## config.mk

```make
export PLATFORM = sky130hd
export DESIGN_NAME = scan_decoder
export DESIGN_NICKNAME = d
export VERILOG_FILES = /design/src/rtl/scan_decoder.sv
export SDC_FILE = /design/constraint.sdc
export NUM_CORES = 1
export LEC_CHECK = 0
export CAP_MARGIN = 30
export CORE_ASPECT_RATIO = 1.1
export CORE_MARGIN = 2
export CORE_UTILIZATION = 37
export CTS_CLUSTER_SIZE = 25
export DETAILED_ROUTE_END_ITERATION = 10
export PLACE_DENSITY_LB_ADDON = 0.3
export SYNTH_ARGS = -nofsm -noshare
export SYNTH_HDL_FRONTEND = slang
export SYNTH_SLANG_ARGS = --single-unit
```

## constraint.sdc

```tcl
create_clock -name clk -period 2.2 [get_ports clk]
set_input_delay 0.55 -clock clk [delete_from_list [all_inputs] [get_ports clk]]
set_output_delay 0.55 -clock clk [all_outputs]
set_load 0.1 [all_outputs]
```

## src/rtl/scan_decoder.sv

```systemverilog
// rtl/scan_decoder.sv - registered N-to-2^N one-hot decoder with direct-select and auto-scan modes
module scan_decoder #(
    parameter int SEL_W   = 3,
    parameter int DWELL   = 4,
    parameter bit ACT_LOW = 1'b0
) (
    input  logic                clk,
    input  logic                rst_n,
    input  logic                en,
    input  logic                mode,
    input  logic                in_valid,
    output logic                in_ready,
    input  logic [SEL_W-1:0]    sel,
    output logic [2**SEL_W-1:0] y,
    output logic [SEL_W-1:0]    idx,
    output logic                out_valid,
    output logic                wrap
);

    localparam int N  = 2**SEL_W;
    localparam int CW = (DWELL > 1) ? $clog2(DWELL) : 1;
    localparam logic [CW-1:0] CNT_MAX = CW'(DWELL - 1);

    typedef enum logic [1:0] {
        OFF    = 2'd0,
        DIRECT = 2'd1,
        SCAN   = 2'd2
    } state_t;

    state_t           state;
    logic [CW-1:0]    cnt;
    logic [SEL_W-1:0] idx_next;

    assign in_ready = en & ~mode;
    assign idx_next = idx + 1'b1;

    // active = 0 yields the blank pattern at the configured polarity
    function automatic logic [N-1:0] decode(input logic [SEL_W-1:0] s, input logic active);
        logic [N-1:0] d;
        d = '0;
        if (active) d[s] = 1'b1;
        return ACT_LOW ? ~d : d;
    endfunction

    // the (en, mode) pair alone picks the next state; actions depend on where we came from
    always_ff @(posedge clk or negedge rst_n) begin
        if (!rst_n) begin
            state     <= OFF;
            y         <= decode('0, 1'b0);
            idx       <= '0;
            out_valid <= 1'b0;
            wrap      <= 1'b0;
            cnt       <= '0;
        end else begin
            wrap <= 1'b0;
            if (!en) begin
                state     <= OFF;
                y         <= decode('0, 1'b0);
                out_valid <= 1'b0;
                cnt       <= '0;
            end else if (mode) begin
                state     <= SCAN;
                out_valid <= 1'b1;
                if (state != SCAN) begin
                    idx <= '0;
                    y   <= decode('0, 1'b1);
                    cnt <= '0;
                end else if (cnt == CNT_MAX) begin
                    cnt  <= '0;
                    idx  <= idx_next;
                    y    <= decode(idx_next, 1'b1);
                    wrap <= &idx;
                end else begin
                    cnt <= cnt + 1'b1;
                end
            end else begin
                state <= DIRECT;
                if (in_valid) begin
                    idx       <= sel;
                    y         <= decode(sel, 1'b1);
                    out_valid <= 1'b1;
                end
            end
        end
    end

endmodule

```

==> impl_metrics.py <==
metrics = {
    "drt": {
        "drc": 0,
        "drt-initial-drc-count": 27,
        "via_per_inst": 5.31,
        "wirelength_um": 1760,
        "firstDrtPassIters": 4,
        "wl_per_cell_um": 13.3,
        "vias": 701,
        "ant_nets": 0,
    },
    "synthesis": {
        "synth_edf_count": 0,
        "synth_top_area_share_pct": 48.6,
        "yosysMostFrequentCell": "dfrtp_1",
        "synthArstFlopShare_pct": 100,
        "ys.warnings.count": 0,
        "postSynthCellCount": 74,
        "synth.largest_area_cell": "dfrtp_1",
        "synth_area_leaders": "dfrtp_1, ha_1, a22o_1, o2bb2ai_1, o32ai_1",
        "ys_seq_area_share_pct": 48.6,
        "synthFlopType": "dfrtp_1",
        "ys_types": 30,
        "synthesis.area_sq_um": 875,
        "ys_seq_elements": 17,
        "avgSynthCellArea_sq_um": 11.8,
        "synth_fp_nets": 85,
    },
    "floorplanning": {
        "start_util_pct": 38.8,
        "fp.dieH_um": 55.0,
        "std_cell_rows": 18,
        "io_pins": 22,
        "die_x_um": 50.4,
        "coreArea_sq_um": 2250,
        "dieArea_sq_um": 2770,
    },
    "placed_design": {
        "portBuffers": 21,
        "place_hpwl_um": 1390,
        "routabilityCongestion": 0.797,
    },
    "timing": {
        "finalSetupViolations": 0,
        "fin_setup_tns_ns": 0,
        "tightest_slew_ns": 0.465,
        "finalHoldViolations": 0,
        "max_freq_mhz": 486,
        "maxSlewHeadroom_pct": 68.6,
        "layout_min_cycle_time_ns": 2.06,
        "fin_skew_ns": 0.00551,
        "rsz0062_at_grt": "false",
        "post-route-period-util_pct": 93.5,
        "final_max_slew_viol_count": 0,
    },
    "clock_tree": {
        "cts_resized": 0,
        "clkTransAtPathRegs_ns": 0.10,
        "cts_max_level": 1,
        "cts_tree": "done",
        "ctsHoldBuffers": 0,
        "clockBufferDepth": 2,
        "cts_root_buf": "clkbuf_4",
        "postCtsSetupRepairBufs": 0,
        "numCtsBuffers": 3,
        "clock_latency_ns": 0.28,
        "numClockSinks": 17,
    },
    "setup_path": {
        "criticalPathCategory": "primary input to output pin",
        "cp-start-kind": "primary input",
        "crit_required_ns": 1.65,
        "end_kind": "output pin",
        "cp.arrival_ns": 1.51,
        "worstPathMaxFanout": 6,
    },
    "finish": {
        "area_growth_syn_to_layout_pct": 32.2,
        "diodes": 0,
        "final_util_pct": 51.3,
        "final_layout_size_suffix_gt1_share_pct": 29.4,
        "fin_nets": 114,
        "nFillCells": 209,
    },
    "hold_path": {
        "hp-class": "flop to flop",
    },
    "global_route": {
        "grt_usage_pct": 14.4,
        "grt_max_degree": 13,
        "grt_remaining_overflow": 0,
        "antenna_found_initial": 0,
        "grt_pass1_wl_um": 3070,
        "grt_pass1_vias": 656,
    },
    "flow_run": {
        "drv_cap": 0,
    },
    "outcome": {
        "status": "finished clean",
    },
    "power": {
        "cellPowerDensity_nw_per_um2": 673,
        "p_leak_nw": 0.526,
        "ir_worst_vdd_mv": 0.392,
    },
}
==> cells in the final DEF (no fill, tap or decap), types with 4 or more instances in the layout <==
cell	Yosys	final
inv_1	4	4
o2bb2ai_1	4	4
o32ai_1	4	4
buf_4	0	17
clkdlybuf4s50_1	0	7
dfrtp_1	17	15
a22o_1	4	4
==> final timing paths <==
check / start / endpoint / slack, ns / cells after the start
min in group asynchronous: rst_n / wrap$_DFF_PN0_ / 0.52 / 1
setup reg to reg: idx[0]$_DFFE_PN0P_ / y[1]$_DFFE_PN0P_ / 0.31 / 5
max in group asynchronous: rst_n / y[1]$_DFFE_PN0P_ / 1.22 / 2
setup / recovery: mode / in_ready / 0.14 / 3
hold / removal: y[0]$_DFFE_PN0P_ / y[0]$_DFFE_PN0P_ / 0.50 / 1
hold reg to reg: y[0]$_DFFE_PN0P_ / y[0]$_DFFE_PN0P_ / 0.50 / 1
==> critical path, stage by stage <==
cell	delay, ns
clkdlybuf4s50_1	0.50
nor2b_2	0.25
buf_12	0.21
==> report_power, final <==
part	leakage (nW)	internal, mW	total (mW)	switching [mW]
Clock	0.0150	0.0703	0.162	0.0913
Combinational	0.285	0.0779	0.269	0.191
Sequential	0.225	0.331	0.347	0.0169
==> cell type report <==
cell class	count	area (sq um)	area share [%]
Sequential cell	17	428	37.0
Clock buffer	4	26.3	2.27
Tap cell	30	37.5	3.25
Multi-Input combinational cell	52	432	37.3
Timing Repair Buffer	25	218	18.8
Inverter	4	15.0	1.30
==> stage by stage <==
| step | instance area (sq um) | std cells | power, mW | setup WS [ns] | hold slack [ns] |
|---|---|---|---|---|---|
| 2_1_floorplan | 880 | 74 | 0.542 | 0.104 | 0.254 |
| 3_3_place_gp | 1130 | 128 | 0.621 | 0.0974 | 0.479 |
| 3_5_place_dp | 1130 | 128 | 0.622 | 0.0425 | 0.475 |
| 4_1_cts | 1160 | 132 | 0.787 | 0.131 | 0.503 |
| 5_1_grt | 1160 | 132 | 0.818 | 0.0431 | 0.514 |
| 6_report | 1160 | 132 | 0.778 | 0.142 | 0.500 |
==> sequential cells by signal, summed over array words and instances (netlist names) <==
name	flops
y	8
idx	3
cnt	2
state	2
out_valid	1
wrap	1
==> cell families (layout without fill, tap and decap cells) <==
group	after synthesis	in the layout	synth area share, %
flip-flops	17	17	48.6
AND/OR/NAND/NOR	23	23	19.5
buffers and inverters	5	33	2.29
multiplexers	3	3	3.86
adder cells (fa/ha/maj)	3	3	4.29
AO/OA/AOI/OAI	23	23	21.5
==> metal layers <==
layer,part of all wire (%),up-vias,wire (um),global-route usage (%)
li1,-,345,-,-
met1,48,332,843,20.1
met2,47,22,819,23.2
met3,4.4,2,77,1.88
met4,1.1,0,19,5.41
met5,0,-,0,0
Note: power is estimated with default switching activity, not from simulation.
